**config.mk**
```make
export PLATFORM = sky130hd
export DESIGN_NAME = pulse_event_queue
export DESIGN_NICKNAME = d
export VERILOG_FILES = /design/src/rtl/pulse_event_queue.sv
export SDC_FILE = /design/constraint.sdc
export NUM_CORES = 1
export LEC_CHECK = 0
export BUFFER_PORTS_ARGS = -buffer_cell sky130_fd_sc_hd__buf_2
export CORE_MARGIN = 5
export CORE_UTILIZATION = 45
export DETAILED_ROUTE_END_ITERATION = 10
export PLACE_DENSITY = 0.64
export SYNTH_ARGS = -nofsm -noshare
export SYNTH_HDL_FRONTEND = slang
export SYNTH_SLANG_ARGS = --single-unit
```
**constraint.sdc**
```tcl
create_clock -name clk -period 3 [get_ports clk]
set_clock_uncertainty 0.05 [all_clocks]
set_input_delay 0.6 -clock clk [delete_from_list [all_inputs] [get_ports clk]]
set_output_delay 0.6 -clock clk [all_outputs]
set_load 0.05 [all_outputs]
```
**src/rtl/pulse_event_queue.sv**
```systemverilog
// pulse_event_queue
//   Fast-domain front end for the three-channel pulse synchronizer. Counts single-cycle event
//   pulses per channel and replays them as single-cycle pulses on sig_out only while the
//   synchronizer reports idle (busy_in low), so no event is lost while it is busy.
//
// Ports
//   clk          single clock, all logic on the rising edge
//   rst          asynchronous active-low reset
//   event_in     per-channel event pulses; a level held N cycles counts as N events
//   busy_in      synchronizer busy level (same clock domain)
//   ovf_clr      clears the overflow and arm_timeout sticky flags
//   sig_out      registered single-cycle pulses to the synchronizer
//   pending      registered; bit i set while channel i's counter is nonzero
//   overflow     sticky; an event was dropped on a saturated counter
//   arm_timeout  sticky; busy_in did not rise within HOLD_CYC cycles after an issue
//
// Configuration
//   PEQ_ROUND_ROBIN_ISSUE_EN  when defined, each issue selects one channel, the first nonzero
//                             channel at or after a rotating pointer. Otherwise all nonzero
//                             channels are issued together.

module pulse_event_queue #(
  parameter int unsigned CNT_W    = 4,
  parameter int unsigned HOLD_CYC = 3
) (
  input  logic       clk,
  input  logic       rst,
  input  logic [2:0] event_in,
  input  logic       busy_in,
  input  logic       ovf_clr,
  output logic [2:0] sig_out,
  output logic [2:0] pending,
  output logic       overflow,
  output logic       arm_timeout
);

  localparam int unsigned HoldW = (HOLD_CYC < 2) ? 1 : $clog2(HOLD_CYC);
  localparam logic [HoldW-1:0] HoldLast = HoldW'(HOLD_CYC - 1);
  localparam logic [HoldW-1:0] HoldOne  = HoldW'(1);
  localparam logic [CNT_W-1:0] CntMax   = '1;
  localparam logic [CNT_W-1:0] CntOne   = CNT_W'(1);

  typedef enum logic [1:0] {StIdle, StIssue, StArm, StDrain} state_e;

  state_e           state_q;
  logic [HoldW-1:0] hold_q;
  logic [2:0]       sig_out_q;
  logic             arm_timeout_q;
  logic [CNT_W-1:0] cnt_q [3];
  logic [CNT_W-1:0] cnt_d [3];
  logic [2:0]       pending_q, pending_d;
  logic             overflow_q;
  logic             ovf_set;
  logic [2:0]       nz;
  logic [2:0]       sel;
  logic [2:0]       dec;
  logic             issue;

  always_comb begin
    for (int i = 0; i < 3; i++) begin
      nz[i] = (cnt_q[i] != '0);
    end
  end

  // Issue decision uses the registered counts; an event arriving this cycle is issued later.
  assign issue = (state_q == StIdle) && (|nz) && !busy_in;

`ifdef PEQ_ROUND_ROBIN_ISSUE_EN
  logic [1:0] ptr_q;
  logic [1:0] ptr_d;

  // First nonzero channel at or after the pointer.
  always_comb begin
    sel = 3'b000;
    unique case (ptr_q)
      2'd1: begin
        if (nz[1])      sel = 3'b010;
        else if (nz[2]) sel = 3'b100;
        else if (nz[0]) sel = 3'b001;
      end
      2'd2: begin
        if (nz[2])      sel = 3'b100;
        else if (nz[0]) sel = 3'b001;
        else if (nz[1]) sel = 3'b010;
      end
      default: begin
        if (nz[0])      sel = 3'b001;
        else if (nz[1]) sel = 3'b010;
        else if (nz[2]) sel = 3'b100;
      end
    endcase
  end

  // Pointer moves to the channel after the one issued.
  always_comb begin
    ptr_d = ptr_q;
    if (issue) begin
      unique case (sel)
        3'b001:  ptr_d = 2'd1;
        3'b010:  ptr_d = 2'd2;
        default: ptr_d = 2'd0;
      endcase
    end
  end

  always_ff @(posedge clk or negedge rst) begin
    if (!rst) begin
      ptr_q <= 2'd0;
    end else begin
      ptr_q <= ptr_d;
    end
  end
`else
  assign sel = nz;
`endif

  assign dec = issue ? sel : 3'b000;

  // Event and decrement together cancel, which also keeps a saturated counter from overflowing.
  always_comb begin
    ovf_set = 1'b0;
    for (int i = 0; i < 3; i++) begin
      cnt_d[i] = cnt_q[i];
      if (event_in[i] && !dec[i]) begin
        if (cnt_q[i] == CntMax) begin
          ovf_set = 1'b1;
        end else begin
          cnt_d[i] = cnt_q[i] + CntOne;
        end
      end else if (dec[i] && !event_in[i]) begin
        cnt_d[i] = cnt_q[i] - CntOne;
      end
      pending_d[i] = (cnt_d[i] != '0);
    end
  end

  always_ff @(posedge clk or negedge rst) begin
    if (!rst) begin
      for (int i = 0; i < 3; i++) begin
        cnt_q[i] <= '0;
      end
      pending_q  <= 3'b000;
      overflow_q <= 1'b0;
    end else begin
      for (int i = 0; i < 3; i++) begin
        cnt_q[i] <= cnt_d[i];
      end
      pending_q  <= pending_d;
      overflow_q <= (overflow_q & ~ovf_clr) | ovf_set;
    end
  end

  always_ff @(posedge clk or negedge rst) begin
    if (!rst) begin
      state_q       <= StIdle;
      hold_q        <= '0;
      sig_out_q     <= 3'b000;
      arm_timeout_q <= 1'b0;
    end else begin
      sig_out_q     <= 3'b000;
      // A timeout set below overrides a simultaneous clear.
      arm_timeout_q <= arm_timeout_q & ~ovf_clr;
      unique case (state_q)
        StIdle: begin
          if (issue) begin
            state_q   <= StIssue;
            sig_out_q <= sel;
          end
        end
        StIssue: begin
          state_q <= StArm;
          hold_q  <= '0;
        end
        StArm: begin
          if (busy_in) begin
            state_q <= StDrain;
          end else if (hold_q == HoldLast) begin
            arm_timeout_q <= 1'b1;
            state_q       <= StIdle;
          end else begin
            hold_q <= hold_q + HoldOne;
          end
        end
        StDrain: begin
          if (!busy_in) begin
            state_q <= StIdle;
          end
        end
        default: state_q <= StIdle;
      endcase
    end
  end

  assign sig_out     = sig_out_q;
  assign pending     = pending_q;
  assign overflow    = overflow_q;
  assign arm_timeout = arm_timeout_q;

endmodule

```
== Word-level counts from Yosys, hierarchy flattened ==
Cells that the tools add are included.

* Reduce and logical (&&, ||, !) cells: 26
* Add/sub/neg operators: 7
* Multiplexer cells: 28
* Bitwise logic cells: 4
* Equality and inequality tests: 12

{| class="wikitable"
|+ Operators by type and width
! cell !! count
|-
| $mux W4 || 9
|-
| $reduce_bool A4 Y1 || 6
|-
| $add A4 B1 Y4 const B || 3
|-
| $eq A4 B4 Y1 const B || 3
|-
| $mux W2 || 6
|-
| $sub A4 B1 Y4 const B || 3
|-
| $mux W1 || 9
|-
| $logic_and A1 B1 Y1 || 8
|-
| $ne A2 B2 Y1 const B || 4
|-
| $pmux W2 S4 || 1
|-
| $logic_not A1 Y1 || 7
|-
| $eq A2 B2 Y1 const B || 3
|-
| $mux W3 || 2
|-
| $reduce_and A3 Y1 || 2
|-
| $pmux W2 S2 || 1
|-
| $ne A3 B3 Y1 const B || 1
|-
| $reduce_or A3 Y1 || 1
|-
| $add A2 B1 Y2 const B || 1
|-
| $and A1 B1 Y1 || 2
|-
| $eq A2 B1 Y1 const B || 1
|-
| $logic_not A2 Y1 || 1
|-
| $reduce_bool A2 Y1 || 1
|-
| $not A1 Y1 || 1
|-
| $or A1 B1 Y1 || 1
|}

* Word-level logic and storage cells: 86
* Output and inout port bits: 8
* Flip-flop bits (word level): 24
* Bits of input ports: 7

== Longest topological paths before layout ==
* Depth in word-level cells: 13
* Depth in mapped cells: 8
* Depth with buffers taken out: 8

== Worst setup path before layout ==
OpenSTA, ideal clock, no wires.

* Path type: input-to-reg
* From: in busy_in
* To: reg pending_q[0] (netlist: pending[0])
* Path slack: 0.573 ns
* Stages on the path: 8
* Buffers on the path: 3
* Data required time: 2.811 ns
* Arrival: 2.239 ns
* Library setup time: 0.139 ns
* Cells stage by stage: buf_6 > or3_1 > buf_2 > buf_6 > o211ai_1 > o21ai_0 > xnor2_1 > or4_1

{| class="wikitable"
|+ RTL lines
! what !! line !! text
|-
| start, declared || 29 || <nowiki>input logic busy_in,</nowiki>
|-
| end signal, assigned || 148 || <nowiki>pending_q <= pending_d;</nowiki>
|-
| end, declared || 51 || <nowiki>logic [2:0] pending_q, pending_d;</nowiki>
|}

==> qor.yml <==
register_area_um2: 601
multi_input_comb_area_um2: 763
syn_area_um2: 1460
fp.dieW_um: 67.0
vias: 1203
critical_path_arrival_ns: 2.67
seq_area_frac_synth_pct: 41.1
layout_commonest_cell: "dfrtp_1"
grt_pass1_vias: 1178
clock_path_buffers: 2
cp_slowest_cell: "nor3b_1"
grt_max_degree: 25
avgSynthCellArea_um2: 9.44
r2r-start: "cnt_q[8]"
maxSlewHeadroom_pct: 62.0
endpoint: "pending[0]"
r2r-end: "pending[0]"
synth_area_leaders: "dfrtp_1 (41%), ha_1 (7.7%), o21ai_0 (4.4%)"
start_util_pct: 47.5
synthCells: 155
synthArstFlopShare_pct: 100
wl_met1_um: 1410
clkLatencyLatePin_ns: 0.31
tightest_slew_ns: 0.569
post_cts_resized: 0
cts_tree: "done"
clock_tree.root_cell: "clkbuf_4"
synth_edf_count: 0
ios: 15
ys_warn_count: 0
grt-ovfl-total: 0
leakage_nw: 0.696
drt_iter0_drc: 67
die-area_um2: 4490
ys_ff_latch: 24
post_cts_buffers: 0
route.met2.wl_um: 1460
drc: 0
n_antenna_cell: 0
layout_common_cells: "dfrtp_1 (24), buf_2 (14), inv_1 (13), o21ai_0 (13), nand2_1 (12)"
layout-drive-gt1-share_pct: 13.3
maxCapViolCount: 0
finalMaxSlewViolations: 0
critPathMaxFanout: 6
cts.sinks: 24
syn_to_final_growth_pct: 6.67
path_clk_slew_ns: 0.13
die_y_um: 67.0
slowest_delay_ns: 0.49
tns_ns: 0
wire_per_inst_um: 14.4
syn_nets: 171
port_buffers: 14
layout_min_cycle_time_ns: 2.52
postRouteAntennaNets: 0
status: "finished clean"
ys.flop_type: "dfrtp_1"
antenna_found_initial: 0
final_nets: 183
fmax_ghz: 0.396
hold_viol: 0
r2r_cells: 7
cp.required_ns: 3.15
period_share_pct: 84.1
worstPathCellList: "inv_1 -> ha_1 -> nor3b_1 -> nand2b_1 -> o21ai_0 -> xnor2_1 -> or4_1"
top_layer: "met4"
endpoint_kind: "register"
place_area_um2: 1540
rsz0062_at_grt: "no"
ir_drop_v: 0.000398
cp-start-kind: "register"
dr.pass1.iters: 4
cts-htree-levels: 1
worstHoldPathType: "in2async"
ys_types: 44
power.density_nw_per_um2: 972
numCtsBuffers: 3
routed_via_density: 5.76
path_class: "reg2reg"
hpwl_um: 2230
r2r_slack_ns: 0.48
route.met3.wl_um: 109
cp-startpoint: "cnt_q[8]"
fill_cells: 287
finalSetupViolations: 0
gp_congestion: 0.931
instances_no_fill: 209
yosys.area.top_type: "dfrtp_1"
rows: 20
dp.cells: 206
core_area_um2: 3080
hold_buffers: 0
grt_pass1_wl_um: 5270
netlist.area_leader.share_pct: 41.1
wl_um: 3010
final_cell_area_um2: 1560
grtUsageTotal_pct: 15.0
[worst min-delay path by stage]
stage          slack (ns)        start          end
6_report             0.20          rst  arm_timeout
3_5_place_dp         0.41  arm_timeout  arm_timeout
5_1_grt              0.23          rst   state_q[0]
2_1_floorplan        0.25          rst  arm_timeout
4_1_cts              0.21          rst   pending[1]
3_3_place_gp         0.41  arm_timeout  arm_timeout
[power by group]
| part | leakage [nW] | internal [mW] | switching, mW | total, mW |
|---|---|---|---|---|
| combinational | 0.399 | 0.290 | 0.467 | 0.756 |
| sequential | 0.283 | 0.459 | 0.159 | 0.617 |
| clock | 0.0138 | 0.0470 | 0.0956 | 0.143 |
[metal layers]
layer  vias up  GRT usage, %
met2        22          24.4
met4         0          5.06
li1        586             -
met1       590          20.0
met5         -             0
met3         5          2.53
[through the flow]
stage          power [mW]  utilization, %  hold WS (ns)  setup WS (ns)
3_5_place_dp         1.38            50.0         0.414          0.221
3_3_place_gp         1.35            50.0         0.408          0.311
4_1_cts              1.52            50.7         0.211          0.468
2_1_floorplan        1.20               -         0.254          0.573
6_report             1.52            50.7         0.195          0.478
5_1_grt              1.65            50.7         0.229          0.260
[cells by family after synthesis]
family	count (synthesis)	synth area share (%)
xor gates and xnor gates	3	1.80
buffers and inverters	20	6.76
AOI/OAI and AO/OA	42	19.5
muxes	2	1.45
DFF	24	41.1
adders and majority gates	9	7.70
and+or+nand+nor	55	21.7
[cells in the mapped netlist (all sizes together) (4+ instances only)]
cell	number
buf	5
ha	9
a21oi	7
dfrtp	24
nor3	5
o21ai	14
nand2	12
nor4b	4
or4	5
inv	13
nand3	5
nor2	9
[state kept, by name (all words and copies together) (netlist names)]
name and cells:
cnt_q 12, sig_out 3, overflow 1, arm_timeout 1, pending 3, hold_q 2, state_q 2
[area by class of cell]
| type | count | share of cell area (%) |
|---|---|---|
| multi-input combinational | 111 | 48.9 |
| sequential | 24 | 38.5 |
| timing repair buffer | 14 | 4.49 |
| tap | 44 | 3.53 |
| inverter | 13 | 3.13 |
| clock buffer | 3 | 1.44 |
[worst max-delay path: cells and delay by family (launching register included)]
kind | cells | cell delay [ns]
AOI/OAI and AO/OA | 1 | 0.16
xor gates and xnor gates | 1 | 0.18
adders and majority gates | 1 | 0.20
buffers and inverters | 1 | 0.11
DFF | 1 | 0.43
and+or+nand+nor | 3 | 1.27
Power figures use the tool's default switching activity.
